### src/rtl/fetch_unit.sv
// Instruction-fetch stage and IF/ID register: PC ownership, req/ack imem fetch, stall/flush/redirect.
// Optional FETCH_STATS_EN adds saturating fetch_count/kill_count outputs.
module fetch_unit #(
    parameter logic [31:0] RESET_PC = 32'h0000_0000
) (
    input  logic        clk,
    input  logic        rst,
    output logic        imem_req,
    output logic [31:0] imem_addr,
    input  logic        imem_ack,
    input  logic [31:0] imem_rdata,
    input  logic        stall_d,
    input  logic        flush_d,
    input  logic        branch_taken,
    input  logic [31:0] branch_target,
    input  logic        jump,
    input  logic [31:0] jump_target,
    output logic [31:0] instr_d,
    output logic [5:0]  op_d,
    output logic [5:0]  funct_d,
    output logic [31:0] pc_plus4_d,
    output logic        valid_d
`ifdef FETCH_STATS_EN
    ,
    output logic [31:0] fetch_count,
    output logic [15:0] kill_count
`endif
);

    typedef enum logic [1:0] {StFetch, StStall, StDrop} state_e;

    state_e      state_q, state_d;
    logic [31:0] pc_q, pc_d;
    logic [31:0] req_addr_q, req_addr_d;
    logic [31:0] hold_q, hold_d;
    logic [31:0] instr_q;
    logic [31:0] pc_plus4_q;
    logic        valid_q;

    logic        redirect;
    logic [31:0] target;
    logic [31:0] pc_plus4;
    logic        req_raw;
    logic        load;
    logic [31:0] load_word;
    logic        bubble;
    logic        kill;

    // Branch resolution beats a jump still sitting in decode.
    assign redirect = branch_taken | jump;
    assign target   = branch_taken ? branch_target : jump_target;
    assign pc_plus4 = pc_q + 32'd4;

    always_ff @(posedge clk or posedge rst) begin
        if (rst) begin
            state_q <= StFetch;
        end else begin
            state_q <= state_d;
        end
    end

    always_comb begin
        state_d = state_q;
        unique case (state_q)
            StFetch: begin
                if (imem_ack) begin
                    if (!redirect && stall_d) begin
                        state_d = StStall;
                    end
                end else if (redirect) begin
                    state_d = StDrop;
                end
            end
            StStall: begin
                if (redirect || !stall_d) begin
                    state_d = StFetch;
                end
            end
            StDrop: begin
                if (imem_ack) begin
                    state_d = StFetch;
                end
            end
            default: state_d = StFetch;
        endcase
    end

    always_comb begin
        req_raw    = 1'b0;
        pc_d       = pc_q;
        req_addr_d = req_addr_q;
        hold_d     = hold_q;
        load       = 1'b0;
        load_word  = imem_rdata;
        bubble     = 1'b0;
        kill       = 1'b0;
        unique case (state_q)
            StFetch: begin
                req_raw = 1'b1;
                if (imem_ack) begin
                    if (redirect) begin
                        kill       = 1'b1;
                        bubble     = 1'b1;
                        pc_d       = target;
                        req_addr_d = target;
                    end else if (!stall_d) begin
                        load       = 1'b1;
                        pc_d       = pc_plus4;
                        req_addr_d = pc_plus4;
                    end else begin
                        hold_d = imem_rdata;
                    end
                end else if (redirect) begin
                    // Request stays on the bus at the old address until acked.
                    pc_d   = target;
                    bubble = 1'b1;
                end else if (!stall_d) begin
                    bubble = 1'b1;
                end
            end
            StStall: begin
                if (redirect) begin
                    kill       = 1'b1;
                    bubble     = 1'b1;
                    pc_d       = target;
                    req_addr_d = target;
                end else if (!stall_d) begin
                    load       = 1'b1;
                    load_word  = hold_q;
                    pc_d       = pc_plus4;
                    req_addr_d = pc_plus4;
                end
            end
            StDrop: begin
                req_raw = 1'b1;
                bubble  = 1'b1;
                if (redirect) begin
                    pc_d = target;
                end
                if (imem_ack) begin
                    kill       = 1'b1;
                    req_addr_d = redirect ? target : pc_q;
                end
            end
            default: begin
                req_raw = 1'b0;
            end
        endcase
        // A freshly loaded word takes precedence over the flush.
        if (flush_d) begin
            bubble = 1'b1;
        end
        imem_req = req_raw & ~rst;
    end

    assign imem_addr = req_addr_q;

    always_ff @(posedge clk or posedge rst) begin
        if (rst) begin
            pc_q       <= RESET_PC;
            req_addr_q <= RESET_PC;
            hold_q     <= 32'h0;
        end else begin
            pc_q       <= pc_d;
            req_addr_q <= req_addr_d;
            hold_q     <= hold_d;
        end
    end

    always_ff @(posedge clk or posedge rst) begin
        if (rst) begin
            instr_q    <= 32'h0;
            pc_plus4_q <= 32'h0;
            valid_q    <= 1'b0;
        end else if (load) begin
            instr_q    <= load_word;
            pc_plus4_q <= pc_plus4;
            valid_q    <= 1'b1;
        end else if (bubble) begin
            instr_q <= 32'h0;
            valid_q <= 1'b0;
        end
    end

    assign instr_d    = instr_q;
    assign op_d       = instr_q[31:26];
    assign funct_d    = instr_q[5:0];
    assign pc_plus4_d = pc_plus4_q;
    assign valid_d    = valid_q;

`ifdef FETCH_STATS_EN
    logic [31:0] fetch_count_q;
    logic [15:0] kill_count_q;

    always_ff @(posedge clk or posedge rst) begin
        if (rst) begin
            fetch_count_q <= 32'h0;
            kill_count_q  <= 16'h0;
        end else begin
            if (load && (fetch_count_q != 32'hFFFF_FFFF)) begin
                fetch_count_q <= fetch_count_q + 32'd1;
            end
            if (kill && (kill_count_q != 16'hFFFF)) begin
                kill_count_q <= kill_count_q + 16'd1;
            end
        end
    end

    assign fetch_count = fetch_count_q;
    assign kill_count  = kill_count_q;
`else
    logic unused_kill;
    assign unused_kill = kill;
`endif

endmodule
### config.mk
export PLATFORM = sky130hd
export DESIGN_NAME = fetch_unit
export DESIGN_NICKNAME = d
export VERILOG_FILES = /design/src/rtl/fetch_unit.sv
export SDC_FILE = /design/constraint.sdc
export NUM_CORES = 1
export LEC_CHECK = 0
export CAP_MARGIN = 40
export CELL_PAD_IN_SITES_DETAIL_PLACEMENT = 1
export CELL_PAD_IN_SITES_GLOBAL_PLACEMENT = 2
export CORE_MARGIN = 5
export CORE_UTILIZATION = 31
export CTS_CLUSTER_DIAMETER = 200
export DETAILED_ROUTE_END_ITERATION = 10
export PLACE_DENSITY = 0.79
export SYNTH_ARGS = -nofsm -noshare
export SYNTH_HDL_FRONTEND = slang
export SYNTH_SLANG_ARGS = --single-unit
### constraint.sdc
create_clock -name clk -period 8 [get_ports clk]
set_input_delay 2 -clock clk [delete_from_list [all_inputs] [get_ports clk]]
set_output_delay 2 -clock clk [all_outputs]
set_load 0.05 [all_outputs]
After elaboration in Yosys (flattened, before gate mapping)
Index checks and enable logic that the tools add are counted.
Storage, ports and cells
  output and inout port bits: 110
  register bits after elaboration: 163
Operators by class
  add/subtract/negate cells: 1
  reductions and logical operators: 11
  muxes and demuxes: 34
  bitwise operators: 4
  eq/ne operators: 7
Operators with widths (number)
  32-bit 2-to-1 mux: 14
  32-bit case mux with 3 select lines: 2
  32-bit by 3-bit adder with 32-bit output, second input constant: 1
  1-bit 2-to-1 mux: 10
  2-bit 2-to-1 mux: 5
  2-bit inequality test, second input constant: 3
  3-bit inequality test, second input constant: 2
  2-bit case mux with 3 select lines: 1
  3-bit AND reduction: 2
  4-bit AND reduction: 1
  1-bit case mux with 3 select lines: 1
  3-bit nonzero test: 1
  2-bit by 1-bit == test with 1-bit output, second input constant: 1
  2-bit == test, second input constant: 1
  1-bit logical NOT: 2
  2-bit logical NOT: 1
  1-bit NOT: 2
  1-bit case mux with 2 select lines: 1
  2-bit nonzero test: 1
  2-bit OR reduction: 1
  1-bit bitwise AND: 1
  1-bit logical AND: 1
  1-bit logical OR: 1
  1-bit OR: 1

Depth between registers and ports, before layout
Gate-level depths: netlist of the first run.
  depth in word-level cells: 7
  gate-level depth with buffers: 10

Worst setup path after synthesis of the first run
Ideal clock, no wire load.
  kind: input-to-output
  start point: input rst
  end point: output imem_req
  buffers on the path: 0
  cell stages on the path: 1
  slack: 3346 ps
  arrival: 2654 ps
  cell sequence: nor2_1
On the way
  cells in the longest elaborated chain, start to end: 2
Ends and longest elaborated chain
  start: declaration: RTL line 7  | input logic rst,
  1-bit NOT: RTL line 153  | imem_req = req_raw & ~rst;
  1-bit bitwise AND: RTL line 153
  end: declaration: RTL line 8  | output logic imem_req,
Every way passes these cells.

Worst setup path after layout of the first run
Same ends and word-level chain as after synthesis.

==> metrics.txt, run 1 <==
vias in the first global route 9498; Layout fillers 3445; Hold Crit Endpoint valid_d; Max Cap Viol 0; yosys warns 0; setup violators final 0; Tmin final 5.426 ns; Nets 1261; sequential power share 0.325; Placer Congestion 0.8152; Clk Latency, worst-skew pair 0.44 ns; Logic pwr share 0.481; Synth cell types 77; wire per inst 22.61 um; initial antenna violation count 1; Ports 213; P_sw 2.151 mW; Max Clk Rate 184.3 MHz; Fin. Hold Viols 0; status finished, final reports clean; clock share of power 0.194; Cell Chain, Critical Path clkdlybuf4s50_1 > nor2_1 > clkdlybuf4s50_1; Most used DFF post-synth dfrtp_1; Post-CTS Resized 0; crit path capture type output port; Post-Route Setup TNS 0 ns; crit-path max cell delay 0.81 ns; Clock Path Buffers 2; fin util 0.4087; most frequent cells in the layout clkdlybuf4s50_1 (210), dfrtp_1 (163), nand2_1 (79), nor2_1 (73), a21oi_1 (72); Num CTS Buffers 17; Routed Antenna Nets 0; post-CTS setup repair buffer count 0; hold_sp valid_d; depth of the most critical reg-to-reg path 8; Placement Rows 64; Avg Inst Size Synth 9.375 sq um; overflow left after global routing 0; peak supply drop 113.3 uV; Int Pwr 2.355 mW; number of synthesized flops with an enable pin 0; HPWL after DPL 24.54 mm; die area 34200 sq um; Slew HR 0.3480; first-pass GRT wire length 55.06 mm; Hold Crit Depth 1; worst slew pin tran 0.9705 ns; core area 30430 sq um; Via density 5.605; Num Clock Sinks 163; total track usage 0.2048; reg2reg end pc_q[19]; commonest non-fill, non-tap cell in the layout clkdlybuf4s50_1; reg2reg setup slack 5.05 ns; die boundary height 184.9 um; CTS tree built; Initial Util 0.3118; Worst Setup Start Kind input pin; Crit Path Class in -> out; Clock Skews 0.01906 ns; CP Data Arrival Time 3.43 ns; Req. time, crit path 6.00 ns; CP Max Fanout 2; Hold WC Path Type reg -> reg; pin count of the biggest net entering global routing 63; Sw Ratio 0.4774; Area growth syn-to-layout 31.07%; post-synthesis sequential area ratio 0.4299; Syn Std Cell Area 9488 sq um; Pwr Density 362.3 nW/um^2; WL final 35.32 mm; Clock Tree Root clkbuf_16; Hold Buf Count CTS 0; vias post-DR 8755; RR Startpoint state_q[0]; Synth Register Bits 163; H-tree Lvls 4; Hold WS 0.4846 ns; max-slew violation count 0; CTS clk-pin slew, worst paths 0.08 ns; DRT iter0 DRCs 563; Slowest-stage cell, CP clkdlybuf4s50_1; RSZ-0062 raised after global routing no; Die X 184.9 um; Synthesized Nets 1120; CP most frequent cell clkdlybuf4s50_1; layout cells sized above 1 0.1063; buffers added on ports 212; asr flop ratio synth 1.000; DRT Pass-1 Iters 5; Pleak 4.723 nW; final worst path period share 0.6783; drt drc 0; post-synthesis cell count 1012; Inserted Diodes 0
## Yosys cell counts (10+ instances only)
| master | instances | area share |
|---|---|---|
| a21oi_1 | 72 | 0.038 |
| a22oi_1 | 48 | 0.038 |
| and3_1 | 10 | 0.0066 |
| buf_2 | 30 | 0.016 |
| buf_4 | 24 | 0.019 |
| clkbuf_1 | 47 | 0.019 |
| dfrtp_1 | 163 | 0.43 |
| inv_1 | 15 | 0.0059 |
| mux2_2 | 42 | 0.050 |
| mux2i_1 | 13 | 0.014 |
| nand2_1 | 79 | 0.031 |
| nand3_1 | 27 | 0.014 |
| nor2_1 | 76 | 0.030 |
| nor2b_1 | 11 | 0.0073 |
| nor3_1 | 30 | 0.016 |
| nor4_1 | 14 | 0.0092 |
| o21ai_0 | 53 | 0.028 |
| o221ai_1 | 15 | 0.014 |
| o2bb2ai_1 | 33 | 0.030 |
| xnor2_1 | 35 | 0.032 |
| xor2_1 | 10 | 0.0092 |
## power by group through the flow
| stage | Clock [mW] | Sequential, mW | Combinational [mW] |
|---|---|---|---|
| floorplan | 0 | 1.91 | 0.980 |
| global placement | 0 | 1.47 | 2.13 |
| detailed placement | 0 | 1.48 | 2.18 |
| CTS | 0.899 | 1.47 | 2.19 |
| global route | 0.937 | 1.52 | 2.31 |
| finish | 0.874 | 1.46 | 2.17 |
## worst max-delay path: cells and delay by family
kind	cells	cell delay, ns
buffers and inverters	2	1.30
and+or+nand+nor	1	0.13
## kinds of logic after synthesis
| family | after synthesis | synth area share |
|---|---|---|
| AO/OA/AOI/OAI | 319 | 0.2338 |
| AND/OR/NAND/NOR | 300 | 0.1617 |
| flip-flops | 163 | 0.4299 |
| buffers and inverters | 125 | 0.06290 |
| multiplexers | 55 | 0.06356 |
| XOR/XNOR | 45 | 0.04154 |
| adder cells (fa/ha/maj) | 5 | 0.006594 |
## flip-flops by register name, indices dropped and copies added, names as in the netlist
signal and count:
state_q 2, pc_q 32, valid_d 1, pc_plus4_d 32, hold_q 32, imem_addr 32
instr_d 32
## per-stage QoR
| stage | power, mW | worst slack (ns) | area, sq um | std cells |
|---|---|---|---|---|
| global route | 4.767 | 2.523 | 12440 | 1562 |
| global placement | 3.600 | 2.564 | 11710 | 1525 |
| CTS | 4.553 | 2.561 | 12440 | 1562 |
| floorplan | 2.891 | 1.595 | 9488 | 1012 |
| detailed placement | 3.660 | 2.565 | 11810 | 1530 |
| finish | 4.506 | 2.574 | 12440 | 1562 |
## worst max-delay path by stage
stage	from	end	slack, ns	depth (start not counted)
6_report	rst	imem_req	2.57	3
5_1_grt	rst	imem_req	2.52	3
4_1_cts	rst	imem_req	2.56	3
3_5_place_dp	rst	imem_req	2.57	3
3_3_place_gp	rst	imem_req	2.56	3
2_1_floorplan	rst	hold_q[0]	1.60	1
## area by class of cell
type                            count  area [sq um]  area share
Timing Repair Buffer              232          2322      0.1867
Multi-Input combinational cell    724          4848      0.3899
Clock inverter                     15         203.9     0.01640
Sequential cell                   163          4079      0.3280
Tap cell                          396         495.5     0.03984
Clock buffer                       17         425.4     0.03421
Inverter                           15         61.31    0.004930
## routing by layer
metal  GRT usage  routed length, um
met4     0.05167                677
met3     0.05617               2605
met5           0                 11
met2      0.3349              16690
met1      0.2700              15330
(Power assumes the default switching activity.)
==> run 2, diff against run 1 <==
clock period = 5.64 ns   (was 8 ns; I/O delays follow)
==> run 2 against run 1 <==
Effect of this change:
- sequential share of layout area grew 0.16 points
- combinational power increased by 42%
- clock skew down 0.0070 ns
- clock power grew 40%
- global-route usage increased by 0.090 points
- worst setup slack worse by 1.2 ns
- hold slack better by 0.0081 ns
- critical path type unchanged
- critical endpoint unchanged
- largest power group unchanged
==> metrics.txt, run 2 (same netlist as run 1, synthesis figures left out) <==
Num Clock Sinks 163 (unchanged); Area growth syn-to-layout 30.42%; Metal-1 WL 15.76 mm (+2.8%); core area 30430 sq um (unchanged); CTS tree built; Slew HR 0.3572 (+0.009128); Hold Buf Count CTS 0 (unchanged); Clock Path Buffers 2 (unchanged); vias in the first global route 9290 (-2.2%); Num CTS Buffers 17 (unchanged); initial antenna violation count 1 (unchanged); max-slew violation count 0 (unchanged); most frequent cells in the layout clkdlybuf4s50_1 (210), dfrtp_1 (163), nand2_1 (79), nor2_1 (74), a21oi_1 (72); H-tree Lvls 4 (unchanged); met2 routed WL 16.87 mm (+1.1%); DRT Pass-1 Iters 6 (+1); drt drc 0 (unchanged); Top Family by Delay on Critical Path buffers and inverters; status finished, final reports clean; Hold WS 0.4927 ns (+0.008105 ns); Initial Util 0.3118 (unchanged); RSZ-0062 raised after global routing no; die area 34200 sq um (unchanged); design area 12370 sq um (-0.49%); total track usage 0.2057 (+0.0008994); Post-CTS Resized 0 (unchanged); Placer Congestion 0.8486 (+4.1%); die boundary height 184.9 um (unchanged); reg2reg setup slack 2.76 ns (-2.29 ns); Layout fillers 3469 (+0.70%); CP Data Arrival Time 2.84 ns (-0.59 ns); Hold WC Path Type reg -> reg; Max Clk Rate 235.5 MHz; DRT iter0 DRCs 642 (+14%); Via density 5.655 (+0.89%); Crit Path Class in -> out; buffers added on ports 212 (unchanged); setup violators final 0 (unchanged); Routed Antenna Nets 0 (unchanged); Worst Setup Start Kind input pin; crit-path max cell delay 0.82 ns (about the same); CP Max Fanout 2 (unchanged); Post-Route Setup TNS 0 ns (unchanged); Placement Rows 64 (unchanged); routed length on met3 2.467 mm (-5.3%); Cell Chain, Critical Path clkdlybuf4s50_1 > nor2_1 > clkdlybuf4s50_1; Nets 1260 (-0.079%); Req. time, crit path 4.23 ns (-1.77 ns); layout cells sized above 1 0.1047 (-0.001625); Inserted Diodes 0 (unchanged); wire per inst 22.86 um (+1.1%); Fin. Hold Viols 0 (unchanged); commonest non-fill, non-tap cell in the layout clkdlybuf4s50_1; Clock Tree Root clkbuf_16; CP most frequent cell clkdlybuf4s50_1; total power 6.398 mW (+42%); Die X 184.9 um (unchanged); final worst path period share 0.7529; post-CTS setup repair buffer count 0 (unchanged); Pwr Density 517.0 nW/um^2 (+43%); overflow left after global routing 0 (unchanged); Slowest-stage cell, CP clkdlybuf4s50_1; Pleak 4.699 nW (-0.51%); pin count of the biggest net entering global routing 164 (+160%); uppermost routed layer met5; Clk Latency, worst-skew pair 0.44 ns (about the same); HPWL after DPL 24.74 mm (+0.81%); peak supply drop 211.3 uV (+87%); first-pass GRT wire length 55.39 mm (+0.59%); Tmin final 4.246 ns; WL final 35.69 mm (+1.1%); CP bufs+invs 2 (unchanged); Max Cap Viol 0 (unchanged); crit path capture type output port; Clock Skews 0.01209 ns (-0.006965 ns); placed instance area 11770 sq um (-0.35%); vias post-DR 8827 (+0.82%); CTS clk-pin slew, worst paths 0.07 ns (about the same); worst slew pin tran 0.9643 ns (-0.006224 ns); Ports 213 (unchanged)
run 2: cell count changes in the layout (fill, tap and decap cells not counted), sizes merged:
cell / before / now
clkinvlp: 0 / 1
buf: 22 / 21
clkinv: 9 / 8
run 2: cell type report:
cell class              instances  area [sq um]  share of cell area
clock inverters                15         183.9             0.01486
flip-flops and latches        163          4079              0.3296
well taps                     396         495.5             0.04004
repair buffers                231          2285              0.1846
multi-input cells             724          4846              0.3916
inverters                      15         60.06            0.004853
clock buffers                  17         425.4             0.03438
run 2: final timing paths:
kind                                 end  depth (start not counted)       start
setup / recovery                imem_req                          3         rst
hold / removal                instr_d[7]                          1  instr_d[7]
setup reg to reg           imem_addr[26]                          6  state_q[0]
hold reg to reg               instr_d[7]                          1  instr_d[7]
max in group asynchronous  imem_addr[29]                          3         rst
min in group asynchronous    instr_d[26]                          3         rst
run 2: stage by stage:
step           setup slack (ns)  std cells    util
3_3_place_gp              1.417       1526  0.3853
5_1_grt                   1.346       1561  0.4067
6_report                  1.394       1561  0.4067
3_5_place_dp              1.388       1529  0.3866
4_1_cts                   1.376       1561  0.4067
2_1_floorplan             2.159       1012       -
run 2: per-layer routing:
metal,GRT usage,vias up
li1,-,4011
met1,0.2743,4493
met2,0.3403,279
met3,0.04753,42
met4,0.04962,2
met5,0,-
run 2: power by group:
| group | internal [mW] | switching, mW | total [mW] |
|---|---|---|---|
| sequential | 1.62 | 0.473 | 2.10 |
| clock | 0.604 | 0.616 | 1.22 |
| combinational | 1.10 | 1.98 | 3.08 |
==> run 3, diff against run 2 <==
CORE_UTILIZATION = 28   (was 31)
PLACE_DENSITY = 0.75   (was 0.79)
clock period = 3.6 ns   (was 5.64 ns; I/O delays follow)
==> run 3 against run 2 <==
Effect of this change:
- clock power up 62%
- core utilization fell by 2.9 points
- register-to-register slack got worse by 1.9 ns
- power is 60% higher
- non-clock buffer count grew 21
- clock skew grew 0.0018 ns
- worst setup slack worse by 0.73 ns
- sequential power rose by 56%
- critical path depth up 2
- via count grew 0.91%
- count of clock-buffer cells in the layout unchanged
- sequential share of layout area down 0.76 points
- highest routed layer is now met4
==> metrics.txt, run 3 (same netlist as run 1, synthesis figures left out) <==
status finished, final reports clean; Sw Ratio 0.4755 (-0.003917); storage element area 4079 sq um (unchanged); Area growth syn-to-layout 33.52%; first-pass GRT wire length 57.34 mm (+3.5%); Req. time, crit path 2.70 ns (-1.53 ns); Clock Path Buffers 2 (unchanged); most frequent cells in the layout clkdlybuf4s50_1 (209), dfrtp_1 (163), nand2_1 (79), nor2_1 (73), a21oi_1 (72); CP Data Arrival Time 2.04 ns (-0.80 ns); Placer Congestion 0.8659 (+2.0%); Critical Path Source state_q[0]; Routed Antenna Nets 0 (unchanged); CP Depth 5 (+2); crit path capture type output port; reg2reg setup slack 0.81 ns (-1.95 ns); buffers added on ports 212 (unchanged); max-slew violation count 0 (unchanged); Slowest-stage cell, CP nor2_1; post-CTS setup repair buffer count 0 (unchanged); CP most frequent cell nor2_1; HPWL after DPL 26.42 mm (+6.8%); Hold WC Path Type reg -> reg; met2 routed WL 17.30 mm (+2.6%); uppermost routed layer met4; Fin. Hold Viols 0 (unchanged); Clk Latency, worst-skew pair 0.44 ns (about the same); initial antenna violation count 0 (-1); WL final 36.95 mm (+3.5%); Num CTS Buffers 17 (unchanged); Tmin final 2.940 ns; layout cells sized above 1 0.1223 (+0.01754); crit-path max cell delay 0.46 ns (-0.36 ns); Hold WS 0.4870 ns (-0.005695 ns); Ports 213 (unchanged); DRT iter0 DRCs 476 (-26%); Die X 194.1 um (+4.9%); Post-CTS Resized 0 (unchanged); Pleak 4.825 nW (+2.7%); commonest non-fill, non-tap cell in the layout clkdlybuf4s50_1; Inserted Diodes 0 (unchanged); Post-Route Setup TNS 0 ns (unchanged); pin count of the biggest net entering global routing 59 (-64%); Metal-1 WL 16.20 mm (+2.8%); Clock Tree Root clkbuf_16; RR Startpoint pc_q[3]; Via density 5.451 (-3.6%); Cell Chain, Critical Path inv_1 > ha_1 > nor2_1 > nor2_1 > buf_12; DRT Pass-1 Iters 5 (-1); Max Clk Rate 340.2 MHz; RSZ-0062 raised after global routing no; Placement Rows 67 (+4.7%); Layout fillers 3818 (+10%); Slew HR 0.3813 (+0.02417); Logic pwr share 0.485 (+0.003); vias post-DR 8907 (+0.91%); sequential power share 0.321 (-0.007); total track usage 0.1904 (-0.01528); H-tree Lvls 4 (unchanged); Num Clock Sinks 163 (unchanged); Worst Setup Start Kind flip-flop; die area 37670 sq um (+10%); final setup margin 0.6602 ns (-0.7336 ns); Nets 1281 (+1.7%); pre-CTS worst setup slack 0.2829 ns (-1.106 ns); Top Family by Delay on Critical Path simple AND/OR/NAND/NOR gates; CTS tree built; Int Pwr 5.354 mW (+61%); die boundary height 194.1 um (+4.9%); vias in the first global route 9635 (+3.7%); reg2reg end imem_addr[22]; CP bufs+invs 2 (unchanged); routed length on met3 2.510 mm (+1.7%); Clock Skews 0.01387 ns (+0.001782 ns); Pwr Density 805.7 nW/um^2 (+56%); Max Cap Viol 0 (unchanged); clock share of power 0.194 (+0.003); P_sw 4.853 mW (+58%); setup violators final 0 (unchanged); wire per inst 22.61 um (-1.1%); worst slew pin tran 0.9211 ns (-0.04317 ns); total power 10.21 mW (+60%); CTS clk-pin slew, worst paths 0.08 ns (about the same); crit path to imem_req; core area 33530 sq um (+10%); peak supply drop 356.1 uV (+69%); overflow left after global routing 0 (unchanged); depth of the most critical reg-to-reg path 6 (unchanged); final worst path period share 0.8166; Initial Util 0.2829 (-0.02885); Hold Buf Count CTS 0 (unchanged); area of the multi-input gates 4853 sq um (+0.15%); drt drc 0 (unchanged); CP Max Fanout 7 (+5); Crit Path Class reg -> out
==> run 3: changes by cell type in the layout (fill, tap and decap cells not counted), sizes merged <==
cell / before / now
clkdlybuf4s50: 210 / 209
bufinv: 0 / 1
inv: 21 / 22
clkinv: 8 / 6
buf: 21 / 43
==> run 3: how the worst min path moves through the flow <==
stage                       from      endpoint  cells past startpoint
finish              imem_addr[4]  imem_addr[4]                      2
global route        imem_addr[1]  imem_addr[1]                      2
global placement    imem_addr[9]  imem_addr[9]                      2
detailed placement  imem_addr[4]  imem_addr[4]                      2
CTS                 imem_addr[4]  imem_addr[4]                      2
floorplan                pc_q[0]       pc_q[0]                      2
==> run 3: cell type report <==
cell class,count,area share
clock buffers,17,0.03358
multi-input cells,724,0.3831
clock inverters,15,0.01640
well taps,448,0.04425
inverters,15,0.004741
flip-flops and latches,163,0.3220
repair buffers,252,0.1960
==> run 3: metrics by stage <==
step           area [sq um]  utilization  instances
4_1_cts               12670       0.3778       1634
5_1_grt               12670       0.3778       1634
2_1_floorplan          9492            -       1012
3_3_place_gp          12030       0.3588       1601
6_report              12670       0.3778       1634
3_5_place_dp          12040       0.3589       1602
==> run 3: tightest hold or removal path: stages, from the launching register on <==
cell,delay [ns]
dfrtp_1,0.35
nand2_1,0.05
o21ai_0,0.06
==> run 3: metal layers <==
metal | up-vias | GRT usage
li1 | 4066 | -
met2 | 293 | 0.3138
met5 | - | 0
met1 | 4500 | 0.2414
met3 | 48 | 0.05786
met4 | 0 | 0.05729
==> run 3: power by group through the flow <==
| stage | Combinational, mW | Clock [mW] | Sequential, mW |
|---|---|---|---|
| global route | 5.27 | 2.10 | 3.39 |
| finish | 4.95 | 1.98 | 3.28 |
| global placement | 4.91 | 0 | 3.28 |
| floorplan | 2.18 | 0 | 4.25 |
| CTS | 4.99 | 2.03 | 3.28 |
| detailed placement | 4.97 | 0 | 3.31 |
==> RTL change: new RTL, flow settings as in run 3 <==
Add an input register stage for `jump_target`; this delays it by one clock. The other inputs are not delayed to match.
--- a/src/rtl/fetch_unit.sv
+++ b/src/rtl/fetch_unit.sv
@@ -31,2 +31,8 @@
 
+    logic [31:0] jump_target_q;
+
+    always_ff @(posedge clk) begin
+        jump_target_q <= jump_target;
+    end
+
     state_e      state_q, state_d;
@@ -50,3 +56,3 @@
     assign redirect = branch_taken | jump;
-    assign target   = branch_taken ? branch_target : jump_target;
+    assign target   = branch_taken ? branch_target : jump_target_q;
     assign pc_plus4 = pc_q + 32'd4;
Check against the original RTL: not equivalent (a bounded check fails within 4 cycles, from zero or initial values and one cycle with rst high).
==> RTL change against run 3 <==
Global-route usage increased by 0.59 points. Area after synthesis increased by 15%. Design area increased by 13%. Routed wire length increased by 15%. Sequential share of layout area increased by 0.85 points. Hold slack got worse by 0.0067 ns. Power increased by 16%. Setup slack improved by 0.0046 ns. Sequential cell count increased by 32. Largest power group unchanged.
==> RTL change: results (changes against run 3) <==
Clocking
The cell chosen for the clock root is sky130_fd_sc_hd__clkbuf_16. The number of resized instances in the post-cts repair step is 0 (unchanged). The clock network latency to the later pin of the worst-skew pair is 0.46 ns (+0.02 ns). The deepest clock path buffer count is 2 (unchanged). The number of post-CTS setup repair buffers was 0 (unchanged). The number of CTS-inserted buffers is 17 (unchanged). The clock-pin transition on the worst setup and hold timing paths came to 0.08 ns (about the same). The number of levels in the clock H-tree is 4 (unchanged).

Global route
The met2 usage in global routing is 30.5% (-0.89 points). The wire length of the first global-routing pass is 66400 µm (+16%). The number of antenna violations at the first check in global routing came to 0 (unchanged). The overall global routing resource usage is 19.6% (+0.59 points). The via count of the first global-routing pass was 10381 (+7.7%). The pin count of the biggest net entering global routing came to 131 (+120%).

The met1 usage is 28.2% (+4.1 points). The met3 usage in global routing was 3.96% (-1.8 points).

Final layout
The share of cells above drive strength 1 is 12.6% (+0.40 points). The final net count is 1481 (+16%). The number of antenna repair diodes is 0 (unchanged).

STA
The transition time of the tightest slew-check pin was 0.883 ns (-0.0377 ns). The final setup skew is 0.0175 ns (+0.00367 ns).

Yosys
Sorting the synthesized cells by how often they occur yields 163 x sky130_fd_sc_hd__dfrtp_1, 159 x sky130_fd_sc_hd__nand2_1, 98 x sky130_fd_sc_hd__o21ai_0. The post-synthesis sequential area ratio is 43.4% (+0.39 points). The share of flip-flops with an asynchronous set or reset after synthesis is 83.6% (-16 points).

The synthesized netlist net count is 1304 (+16%). By area the synthesized netlist is led by sky130_fd_sc_hd__dfrtp_1 37%, sky130_fd_sc_hd__dfxtp_1 5.9%, sky130_fd_sc_hd__nand2_1 5.5%. The yosys synthesis warning count is 0 (unchanged). The count of cell types in the netlist is 77 (unchanged). The synthesized instance count is 1196 (+18%).

Placement
The post-placement cell count is 1872 (+17%). The placed standard-cell area is 0.0137 mm² (+14%). The number of I/O port buffers is 212 (unchanged). The weighted congestion at the end of routability-driven global placement is 0.876 (+1.2%).

The detailed placer's ending HPWL is 31600 µm (+20%). The setup slack after placement is 0.289 ns (+0.00641 ns).

Detailed routing
The final routed wire length divided by cell count is 22.4 µm (-0.93%). The routed wire length is 42700 µm (+15%). The number of iterations in the first detailed-routing pass was 5 (unchanged). The routed length on met2 is 19300 µm (+11%).

The DRC marker count from the first detailed-route iteration is 772 (+62%). The total length of routed met3 wires is 2290 µm (-8.7%). The highest routed metal layer is met4. The met1 wire length is 20300 µm (+25%). The per-cell via count in the routed design is 5.24 (-3.9%).

Worst hold path
The path class of the lowest-slack min-delay path is flop to flop.

Power and ir drop
The worst vdd rail ir drop came to 0.000320 V (-10%). The leakage power total is 5.46 nW (+13%).

Worst setup path
The cell with the largest stage delay on the worst path is sky130_fd_sc_hd__dfrtp_1. Among cell families on the critical path, the largest total delay comes from simple AND/OR/NAND/NOR gates. The critical path data arrival time is 3.24 ns (+1.20 ns). The maximum net fanout on the critical path is 18 (+11). The delay contributed by the slowest stage of the critical path is 0.58 ns (+0.12 ns).

Run status
The flow ran to the end, and the final reports show no timing, DRC or antenna violations.
==> RTL change: path summary, 6_finish.rpt <==
path / slack (ns) / endpoint / cells after the start / start
min: 0.48 / pc_plus4_d[31]$_DFFE_PP0P_ / 2 / pc_plus4_d[31]$_DFFE_PP0P_
min in group asynchronous: 1.00 / imem_addr[15]$_DFFE_PP0P_ / 3 / rst
min reg2reg: 0.48 / pc_plus4_d[31]$_DFFE_PP0P_ / 2 / pc_plus4_d[31]$_DFFE_PP0P_
max reg2reg: 0.66 / imem_addr[28]$_DFFE_PP0P_ / 6 / pc_q[2]$_DFFE_PP0N_
max: 0.66 / imem_addr[28]$_DFFE_PP0P_ / 6 / pc_q[2]$_DFFE_PP0N_
max in group asynchronous: 1.94 / pc_plus4_d[26]$_DFFE_PP0P_ / 3 / rst
==> RTL change: tightest hold or removal path, stage by stage (launching register included) <==
cell and delay (ns):
sky130_fd_sc_hd__dfrtp_1 0.34, sky130_fd_sc_hd__nand2_1 0.05, sky130_fd_sc_hd__o21ai_0 0.06
==> RTL change: final cells by class <==
type,instances,area (µm²)
Fill cell,4489,24300
Multi-Input combinational cell,854,5530
Sequential cell,195,4720
Timing Repair Buffer,283,2710
Tap cell,518,648
Clock buffer,19,453
Clock inverter,13,139
Inverter,22,86.3
==> RTL change: kinds of logic after synthesis <==
| group | share of synthesized area, % |
|---|---|
| xor gates and xnor gates | 4.99 |
| muxes | 8.65 |
| AOI/OAI and AO/OA | 18.7 |
| buffers and inverters | 6.06 |
| adders and majority gates | 0.575 |
| DFF | 43.4 |
| and+or+nand+nor | 17.6 |
==> RTL change: report_power, final <==
part | switching, mW | total (mW) | internal [mW]
Sequential | 0.694 | 3.62 | 2.93
Combinational | 3.96 | 6.20 | 2.23
Clock | 0.972 | 1.99 | 1.02
